`config.mk`:
```
export PLATFORM = sky130hd
export DESIGN_NAME = led_matrix_driver
export DESIGN_NICKNAME = d
export VERILOG_FILES = /design/src/rtl/led_matrix_driver_pkg.sv /design/src/rtl/led_matrix_driver.sv
export SDC_FILE = /design/constraint.sdc
export NUM_CORES = 1
export LEC_CHECK = 0
export CAP_MARGIN = 20
export CORE_MARGIN = 8
export CORE_UTILIZATION = 27
export CTS_CLUSTER_SIZE = 40
export DETAILED_ROUTE_END_ITERATION = 16
export HOLD_SLACK_MARGIN = 0.15
export PLACE_DENSITY = 0.48
export REMOVE_ABC_BUFFERS = 1
export SLEW_MARGIN = 20
export SYNTH_ARGS = -nofsm -noshare
export SYNTH_HDL_FRONTEND = slang
export SYNTH_SLANG_ARGS = --single-unit
```
`constraint.sdc`:
```
create_clock -name clk -period 2.4 [get_ports clk]
set_input_delay 0.24 -clock clk [delete_from_list [all_inputs] [get_ports clk]]
set_output_delay 0.24 -clock clk [all_outputs]
set_load 0.01 [all_outputs]
```
`src/rtl/led_matrix_driver_pkg.sv`:
```
// Shared definitions for the LED matrix display path: scan state encoding and
// default matrix geometry used by the frame source and the pin driver.
package led_matrix_driver_pkg;

  localparam int unsigned LED_N_ROWS  = 16;
  localparam int unsigned LED_N_COLS  = 16;
  localparam int unsigned LED_FRAME_W = LED_N_ROWS * LED_N_COLS;

  typedef enum logic {
    BLANK = 1'b0,
    SHOW  = 1'b1
  } scan_state_e;

endpackage

```
`src/rtl/led_matrix_driver.sv`:
```
// Latches a full frame into a shadow register and multiplexes it row by row onto
// the matrix pins, with an all-off blanking gap before every row.
module led_matrix_driver
  import led_matrix_driver_pkg::*;
#(
  parameter int unsigned N_ROWS         = LED_N_ROWS,
  parameter int unsigned N_COLS         = LED_N_COLS,
  parameter int unsigned DWELL_CYCLES   = 1000,
  parameter int unsigned BLANK_CYCLES   = 8,
  parameter int unsigned ROW_ACTIVE_LOW = 1,
  parameter int unsigned COL_ACTIVE_LOW = 0
) (
  input  logic                       clk,
  input  logic                       rst,
  input  logic [N_ROWS*N_COLS-1:0]   frame,
  input  logic                       frame_valid,
  output logic                       frame_ready,
  output logic [N_ROWS-1:0]          row_sel,
  output logic [N_COLS-1:0]          col_data,
  output logic                       frame_start
);

  localparam int unsigned FW   = N_ROWS * N_COLS;
  localparam int unsigned RW   = (N_ROWS > 1) ? $clog2(N_ROWS) : 1;
  localparam int unsigned MAXC = (DWELL_CYCLES > BLANK_CYCLES) ? DWELL_CYCLES : BLANK_CYCLES;
  localparam int unsigned TW   = (MAXC > 1) ? $clog2(MAXC) : 1;

  localparam logic [N_ROWS-1:0] ROW_OFF = (ROW_ACTIVE_LOW != 0) ? {N_ROWS{1'b1}} : '0;
  localparam logic [N_COLS-1:0] COL_INV = (COL_ACTIVE_LOW != 0) ? {N_COLS{1'b1}} : '0;

  scan_state_e        state_q, state_d;
  logic [RW-1:0]      row_q, row_d;
  logic [TW-1:0]      timer_q, timer_d;
  logic [FW-1:0]      shadow_q, shadow_d;
  logic               taken_q, taken_d;
  logic               frame_ready_q, frame_ready_d;
  logic               frame_start_q, frame_start_d;
  logic [N_ROWS-1:0]  row_sel_q, row_sel_d;
  logic [N_COLS-1:0]  col_data_q, col_data_d;
  logic               accept_c;
  logic [N_COLS-1:0]  row_bits_c;

  always_ff @(posedge clk) begin
    if (rst) begin
      state_q       <= BLANK;
      row_q         <= '0;
      timer_q       <= '0;
      shadow_q      <= '0;
      taken_q       <= 1'b0;
      frame_ready_q <= 1'b0;
      frame_start_q <= 1'b0;
      row_sel_q     <= ROW_OFF;
      col_data_q    <= COL_INV;
    end else begin
      state_q       <= state_d;
      row_q         <= row_d;
      timer_q       <= timer_d;
      shadow_q      <= shadow_d;
      taken_q       <= taken_d;
      frame_ready_q <= frame_ready_d;
      frame_start_q <= frame_start_d;
      row_sel_q     <= row_sel_d;
      col_data_q    <= col_data_d;
    end
  end

  // Scan sequencing, frame capture window and pin drive (pins lag state by one cycle).
  always_comb begin
    state_d       = state_q;
    row_d         = row_q;
    timer_d       = timer_q + TW'(1);
    shadow_d      = shadow_q;
    taken_d       = taken_q;
    frame_ready_d = 1'b0;
    frame_start_d = 1'b0;
    row_sel_d     = ROW_OFF;
    col_data_d    = COL_INV;
    accept_c      = frame_valid && frame_ready_q;
    row_bits_c    = N_COLS'(shadow_q >> (int'(row_q) * N_COLS));

    unique case (state_q)
      BLANK: begin
        if (timer_q == TW'(BLANK_CYCLES - 1)) begin
          state_d = SHOW;
          timer_d = '0;
        end
      end
      SHOW: begin
        if (timer_q == TW'(DWELL_CYCLES - 1)) begin
          state_d = BLANK;
          timer_d = '0;
          row_d   = (row_q == RW'(N_ROWS - 1)) ? '0 : row_q + RW'(1);
        end
      end
    endcase

    // A capture on the last blank cycle still lands before row 0 is lit.
    if (accept_c) begin
      shadow_d = frame;
      taken_d  = 1'b1;
    end else if (state_d == SHOW) begin
      taken_d  = 1'b0;
    end

    frame_ready_d = (state_d == BLANK) && (row_d == '0) && !taken_d;

    if (state_q == SHOW) begin
      row_sel_d     = ROW_OFF ^ (N_ROWS'(1) << row_q);
      col_data_d    = row_bits_c ^ COL_INV;
      frame_start_d = (row_q == '0) && (timer_q == '0);
    end
  end

  assign frame_ready = frame_ready_q;
  assign frame_start = frame_start_q;
  assign row_sel     = row_sel_q;
  assign col_data    = col_data_q;

endmodule

```
---- Yosys cells after proc, flatten, opt, wreduce, memory -nomap -nowiden ----
Cells that the tools add are included.
Widths: inputs -> output; s select.
word-level totals
  register bits ........................... 306
  input port bits ......................... 259
  output and inout bits ................... 34
  logic and storage cells ................. 39
operators by class
  add/subtract/negate cells ............... 2
  equality and inequality tests ........... 3
  shifts and indexed selects .............. 2
  mux-type cells .......................... 11
  bitwise gates (word level) .............. 3
  reductions and logical operators ........ 9
operator list
  operator               count
  $shr 256x8->16         1
  $mux 10                2
  $pmux 10 s2            1
  $not 16->16            1
  $shl 1x4->16 const A   1
  $mux 4                 3
  $add 10x1->10 const B  1
  $eq 10x10->1 const B   1
  $eq 10x3->1 const B    1
  $logic_not 10->1       1
  $logic_not 4->1        2
  $add 4x1->4 const B    1
  $eq 4x4->1 const B     1
  $logic_and 1x1->1      4
  $mux 1                 4
  $not 1->1              2
  $pmux 1 s2             1
  $reduce_or 2->1        1
  $logic_not 1->1        1

---- Logic depth before layout (Yosys ltp) ----
  depth after elaboration ................. 7
  depth in mapped cells ................... 8
  mapped depth without buffers ............ 5

---- Worst setup path after synthesis ----
OpenSTA, ideal clock, no wires.
  kind .................................... register to register
  start ................................... register row_q[1]
  end ..................................... register frame_ready_q, in the netlist frame_ready
  library setup time ...................... 0.116 ns
  arrival ................................. 1.695 ns
  data required time ...................... 2.284 ns
  path slack .............................. 0.589 ns
  cell stages (with the launch flop) ...... 9
  buffers on the path ..................... 3
  period minus slack after synthesis ...... 1.811 ns
  cell sequence ........................... dfxtp_1 -> buf_2 -> buf_2 -> buf_2 -> inv_1 -> ha_1 -> nor3_1 -> mux2_2 -> and4_1
between the ends
  word-level cells in the longest chain between the ends .. 7
  elaborated cells between the ends (all ways) .. 8
  classes of those cells .................. 1 x add/sub; 1 x eq/ne; 3 x mux; 3 x reduce/logical
ends and longest elaborated chain
  item                                              line                      source
  start: declaration                                led_matrix_driver.sv:32   logic [RW-1:0] row_q, row_d;
  start signal: assignment                          led_matrix_driver.sv:56   row_q <= row_d;
  $add 4x1->4 / $eq 4x4->1 (equally long branches)  led_matrix_driver.sv:92   row_d = (row_q == RW'(N_ROWS - 1)) ? '0 : row_q + RW'(1);
  $mux 4                                            led_matrix_driver.sv:92
  $mux 4                                            led_matrix_driver.sv:89   if (timer_q == TW'(DWELL_CYCLES - 1)) begin
  $mux 4 (*)                                        led_matrix_driver.sv:81   unique case (state_q)
  $logic_not 4->1 (*)                               led_matrix_driver.sv:105  frame_ready_d = (state_d == BLANK) && (row_d == '0) && !taken_d;
  $logic_and 1x1->1 (*) (2 in a row)                led_matrix_driver.sv:105
  end signal: assignment                            led_matrix_driver.sv:60   frame_ready_q <= frame_ready_d;
  end: declaration                                  led_matrix_driver.sv:36   logic frame_ready_q, frame_ready_d;
Every way passes the cells marked *; elsewhere a longest branch is shown, timed or not.
A chain may end at the register's enable or synchronous reset.

---- Worst setup path in the final report ----
Same ends and word-level chain as after synthesis.

==> out/metrics.csv <==
stage,metric,value,unit
routing,first-pass iteration count of the detailed router,5,
power_and_ir_drop,static leakage,6.21,nW
sta,Worst Tran Pin Value,0.889,ns
worst_setup_path,CP max FO,31,
clocking,Setup Buffers After CTS,0,
worst_setup_path,worst r2r path cells,5,
clocking,hold_buf cts,0,
clocking,total CTS buffers,37,
die,Die W,230,um
global_routing,Tot GR Track Use,14.7,%
sta,post-layout minimum cycle time,1.91,ns
synth,number of synthesized flops with an enable pin,0,
worst_setup_path,Setup crit start,row_q[1],
routing,wire length per cell,17.3,um
die,die height,230,um
finish,layout net count,1921,
synth,unique cell type count in the Yosys netlist,39,
finish,total area of sequential cells,6130,um^2
worst_setup_path,Critical Path End Type,register,
die,FP Rows,78,
worst_setup_path,largest stage delay on the critical path,0.71,ns
clocking,post_cts resized,0,
finish,Non-Filler Instances,2282,
sta,top achievable clock speed,525,MHz
synth,dominant synthesized flop cell,dfxtp_1,
placed_design,GPL Wtd Cong,0.738,
global_routing,largest net degree at the start of global routing,192,
worst_setup_path,most frequent cell on the critical path,ha_1,
power_and_ir_drop,Max IR drop VDD,348,uV
finish,layout cells sized above 1,10.3,%
finish,Area Growth Syn to Fin,40.0,%
placed_design,IO buf count,292,
clocking,H-tree depth,2,
sta,final hold slack,0.190,ns
routing,total number of vias,10500,
outcome,outcome,completed,
die,die area,52800,um^2
job,max_cap viols,0,
synth,mux cell area share after synthesis,14.7,%
synth,adder-cell share of the synthesized area,0.811,%
worst_setup_path,CP cell instances,ha_1 > ha_1 > a31oi_1 > mux2i_1 > and4_1,
synth,Compound-Gate Fraction of Synth Area,11.8,%
worst_hold_path,hold path cells,3,
placed_design,Post-DP HPWL,27500,um
die,core area,45300,um^2
synth,"Async S/R FF share, synth",0,%
die,IO Count,293,
routing,Via-to-Cell Ratio,4.61,
synth,Yosys warning count,0,
finish,fillers,4677,
worst_setup_path,"slowest stage cell, crit path",dfxtp_4,
sta,Max-slew headroom,40.7,%
sta,clk_skew,0.0149,ns
synth,"Avg Cell Area, Syn",8.80,um^2
synth,Cells after Synth,1402,
worst_hold_path,Worst Hold Class,in2reg,
worst_setup_path,CP bufs+invs,0,
sta,Tcrit/Tclk final,79.4,%
global_routing,global-route wire length before repair,62100,um
synth,largest family of logic cells by synthesized area,simple AND/OR/NAND/NOR gates,
clocking,Root Buffer Master,clkbuf_16,
global_routing,antenna violations before repair,1,
clocking,CTS Sinks,306,
worst_setup_path,Worst EP arrival,2.34,ns
global_routing,vias in the first global route,11000,
synth,sequential area share after synthesis,49.7,%
placed_design,Inst Count DP,2215,
sta,final hold violation count,0,
sta,unrepaired setup endpoints after global routing,no,
synth,XOR/XNOR Fraction of Synth Area,0.568,%
worst_setup_path,critical path type,reg2reg,
global_routing,Overflow after GRT,0,
sta,fin. max-slew vios,0,
routing,drc violations,0,
die,Initial Utilization,27.2,%
worst_setup_path,r2r startpoint,row_q[1],
worst_setup_path,Stages on worst setup path,5,
synth,synthesis-stage register bit count,306,
clocking,Clock Pin Slew Worst Setup and Hold Paths,0.06,ns
worst_hold_path,Hold Startpoint,rst,
synth,simple-gate area share of the yosys netlist,18.3,%
sta,Final setup viols,0,
worst_setup_path,Worst setup SP type,register,
synth,cell area after synthesis,12300,um^2
power_and_ir_drop,Tot Pwr,12.4,mW
routing,Final ANT Viol Nets,0,
power_and_ir_drop,Pwr Density,720,nW/um^2
routing,drt total wl,39500,um
finish,area of the multi-input gates,5710,um^2
worst_setup_path,cell family with most CP delay,flip-flops,
worst_setup_path,Worst EP required,2.84,ns
routing,DRT iter0 DRCs,592,
clocking,clk_lat worst skew,0.54,ns
clocking,CTS Buffer Depth,3,
clocking,CTS tree,yes,
## sequential cells by signal (all words and copies together), names as in the netlist
signal / flops
frame_start: 1
frame_ready: 1
state_q: 1
taken_q: 1
row_q: 4
row_sel: 16
timer_q: 10
shadow_q: 256
col_data: 16
## cell usage after synthesis, drive strengths merged (2+ instances only)
master / instances / share of area [%]
nand3: 10 / 0.41
mux4: 64 / 12
and3: 2 / 0.11
nand2: 527 / 16
a31oi: 3 / 0.15
inv: 9 / 0.27
dfxtp: 306 / 50
xor2: 4 / 0.28
nor2: 20 / 0.61
nand4: 3 / 0.27
a21oi: 256 / 10
o22ai: 16 / 0.81
nor4: 2 / 0.10
ha: 8 / 0.81
nor3: 5 / 0.20
clkbuf: 66 / 2.0
mux2i: 36 / 2.9
xnor2: 4 / 0.28
and4: 2 / 0.16
buf: 47 / 1.9
## worst min-delay path, cell delays in order
cell	delay (ns)
clkbuf_8	0.14
inv_1	0.14
a31o_2	0.17
## per-stage QoR
| step | TNS, ns | utilization, % | worst slack (ns) | instance area [um^2] |
|---|---|---|---|---|
| 2_1_floorplan | -722.75 | - | -2.61 | 11900 |
| 3_3_place_gp | 0 | 35.3 | 0.498 | 16000 |
| 3_5_place_dp | 0 | 35.3 | 0.460 | 16000 |
| 4_1_cts | 0 | 38.1 | 0.460 | 17300 |
| 5_1_grt | 0 | 38.1 | 0.401 | 17300 |
| 6_report | 0 | 38.1 | 0.494 | 17300 |
## routing by layer
| layer | global-route usage (%) | vias to the layer above | routed length, um |
|---|---|---|---|
| met5 | 0 | - | 0 |
| met4 | 4.63 | 0 | 850 |
| met3 | 3.52 | 52 | 2040 |
| met2 | 23.5 | 244 | 18000 |
| met1 | 19.3 | 5002 | 18600 |
| li1 | - | 5220 | - |
## cells in the final DEF, fill, tap and decap left out, types with 2 or more instances in the layout
cell type | Yosys | routed
clkbuf_16 | 0 | 39
nor2_1 | 20 | 20
clkdlybuf4s50_1 | 0 | 291
nand2_1 | 527 | 526
clkinv_2 | 0 | 6
inv_1 | 8 | 8
mux2i_1 | 36 | 36
xnor2_1 | 4 | 4
clkbuf_1 | 65 | 6
clkbuf_8 | 0 | 11
a31oi_1 | 3 | 3
o22ai_1 | 16 | 16
xor2_1 | 4 | 4
nor4_1 | 2 | 2
buf_4 | 0 | 19
a21oi_1 | 256 | 256
nand4_1 | 2 | 2
dfxtp_1 | 306 | 304
nand3_1 | 10 | 9
buf_12 | 0 | 15
dfxtp_4 | 0 | 2
nor3_1 | 5 | 5
bufinv_16 | 0 | 3
mux4_2 | 64 | 64
ha_1 | 8 | 8
## layout make-up
cell class / instances / share of cell area (%)
multi-input cells: 974 / 33.1
well taps: 600 / 4.35
clock inverters: 11 / 0.790
flip-flops and latches: 306 / 35.5
clock buffers: 55 / 6.58
repair buffers: 326 / 19.5
inverters: 9 / 0.196
diodes: 1 / 0.0145
## worst paths after layout
check | to | slack [ns]
max reg2reg | frame_ready | 0.49
max | frame_ready | 0.49
min | taken_q | 0.19
min reg2reg | shadow_q[2] | 0.45
## cells by family (layout without fill, tap and decap cells)
| logic type | count (synthesis) | in the layout |
|---|---|---|
| XOR/XNOR | 8 | 8 |
| buffers and inverters | 122 | 401 |
| other | 0 | 1 |
| multiplexers | 101 | 101 |
| adder cells (fa/ha/maj) | 8 | 8 |
| AND/OR/NAND/NOR | 577 | 577 |
| flip-flops | 306 | 306 |
| AO/OA/AOI/OAI | 280 | 280 |
## power by group
| part | internal (mW) | leakage [nW] | total, mW | switching [mW] |
|---|---|---|---|---|
| logic | 0.674 | 3.09 | 1.22 | 0.549 |
| clock network | 3.59 | 0.630 | 5.78 | 2.19 |
| registers | 5.31 | 2.49 | 5.42 | 0.113 |
| total | 9.58 | 6.21 | 12.4 | 2.85 |
Note: power is estimated with default switching activity, not from simulation.
==> variant (same settings) <==
The parameter `BLANK_CYCLES` goes from 8 to 4.
--- a/src/rtl/led_matrix_driver.sv
+++ b/src/rtl/led_matrix_driver.sv
@@ -7,5 +7,5 @@
   parameter int unsigned N_COLS         = LED_N_COLS,
   parameter int unsigned DWELL_CYCLES   = 1000,
-  parameter int unsigned BLANK_CYCLES   = 8,
+  parameter int unsigned BLANK_CYCLES   = 4,
   parameter int unsigned ROW_ACTIVE_LOW = 1,
   parameter int unsigned COL_ACTIVE_LOW = 0
Behaviour: not the same (a bounded check fails within 10 cycles, from zero or initial values and one cycle with rst high).
==> variant against the unedited design <==
  * Final area down 1.0%
  * Worst setup slack better by 7.3 ps
  * Sequential cell count unchanged
  * Area after synthesis down 0.11%
  * First-iteration DRC count down 2.9%
  * Count of clock-buffer cells in the layout down 3
  * Sequential share of layout area up 0.37 points
  * Non-clock buffer count down 5
  * Sequential power up 1%
  * Routed wire length down 2.1%
  * Total power down 1.8%
  * Critical path type unchanged
==> variant: results (changes against the unedited design) <==
Outcome
  – Status: finished clean

Min path
  – HP Start: frame[84]

Setup path
  – Crit-path leading delay family: simple AND/OR/NAND/NOR gates
  – R2R Path Start: timer_q[0]
  – Slowest stage cell, crit path: dfxtp_1
  – Largest stage delay, worst path: 390 ps (-320 ps)

STA
  – Relative slew slack: 48.06% (+7.3 points)
  – Worst Skew: 15.31 ps (+0.4544 ps)
  – Hold Worst Slack: 251.1 ps (+60.73 ps)

Global routing
  – Initial antenna violation count: 5 (+4)
  – Global-route wire length before repair: 60.69 mm (-2.3%)
  – GRT Overall Usage: 14.27% (-0.40 points)
  – Largest net degree at the start of global routing: 158 (-18%)

Cells and area
  – Share of cells above drive strength 1: 9.564% (-0.73 points)
  – Fill count: 4,580 (-2.1%)
  – Layout net count: 1,918 (-0.16%)

Yosys
  – Sequential area share after synthesis: 49.71% (+0.055 points)
  – Cell variety after synth: 38 (-2.6%)
  – Synthesized-area fraction occupied by adder cells: 0.8122% (+0.00091 points)
  – Synth Area in Compound Gates: 11.77% (+0.013 points)
  – Xor and xnor area share after synthesis: 0.5685% (+0.00063 points)
  – Most instantiated cells after synthesis: 526 x nand2_1, 306 x dfxtp_1, 259 x a21oi_1

Placed design
  – DPL Wire Length: 27.10 mm (-1.4%)
  – Area post-placement: 0.01592 mm² (-0.47%)
  – RD Place Congestion: 0.7509 (+1.8%)

Routing
  – Detailed Route Iter0 Violations: 575 (-2.9%)
  – Routed length per instance: 17.01 µm (-1.7%)

Clock network
  – Cts bufs inserted: 36 (-2.7%)

Power and ir drop
  – VDD IR max: 343.9 µV (-1.2%)
==> variant: timing repair <==
action,in CTS,in global routing
endpoints found under the hold margin,12,0
setup endpoints to repair,0,0
buffers inserted,0,0
hold buffers,1,0
==> variant: routing by layer <==
| metal | GRT usage (%) | vias to the layer above | share of wire (%) |
|---|---|---|---|
| li1 | - | 5232 | - |
| met1 | 19.01 | 4947 | 47 |
| met2 | 22.09 | 262 | 45 |
| met3 | 3.915 | 58 | 5.8 |
| met4 | 4.782 | 8 | 2.2 |
| met5 | 0 | - | 0.14 |
==> variant: worst max path at each step <==
stage | end | slack [ps] | cells past startpoint
2_1_floorplan | frame_ready | -2730 | 4
3_3_place_gp | frame_ready | 580 | 5
3_5_place_dp | frame_ready | 500 | 5
4_1_cts | frame_ready | 490 | 5
5_1_grt | frame_ready | 290 | 5
6_report | frame_ready | 500 | 5
==> variant: through the flow <==
| step | instances | utilization (%) |
|---|---|---|
| 2_1_floorplan | 1292 | - |
| 5_1_grt | 2274 | 37.82 |
| 4_1_cts | 2273 | 37.82 |
| 3_5_place_dp | 2212 | 35.24 |
| 6_report | 2274 | 37.82 |
| 3_3_place_gp | 2212 | 35.24 |
==> variant: tightest hold or removal path, stage by stage <==
cell and delay, ps:
clkdlybuf4s50_1 400, nand2_1 50, a21oi_1 50
==> variant: power by group <==
part,leakage [µW],internal (µW),switching [µW]
Sequential,0.00249,5350,137
Clock,0.000567,3230,2100
Combinational,0.00299,727,657
==> variant: layout make-up <==
| class | count | share of cell area, % |
|---|---|---|
| sequential | 306 | 35.89 |
| inverter | 7 | 0.1537 |
| clock buffer | 52 | 6.340 |
| clock inverter | 8 | 0.4319 |
| multi-input combinational | 979 | 33.57 |
| tap | 600 | 4.392 |
| timing repair buffer | 321 | 19.22 |
| antenna | 1 | 0.01464 |
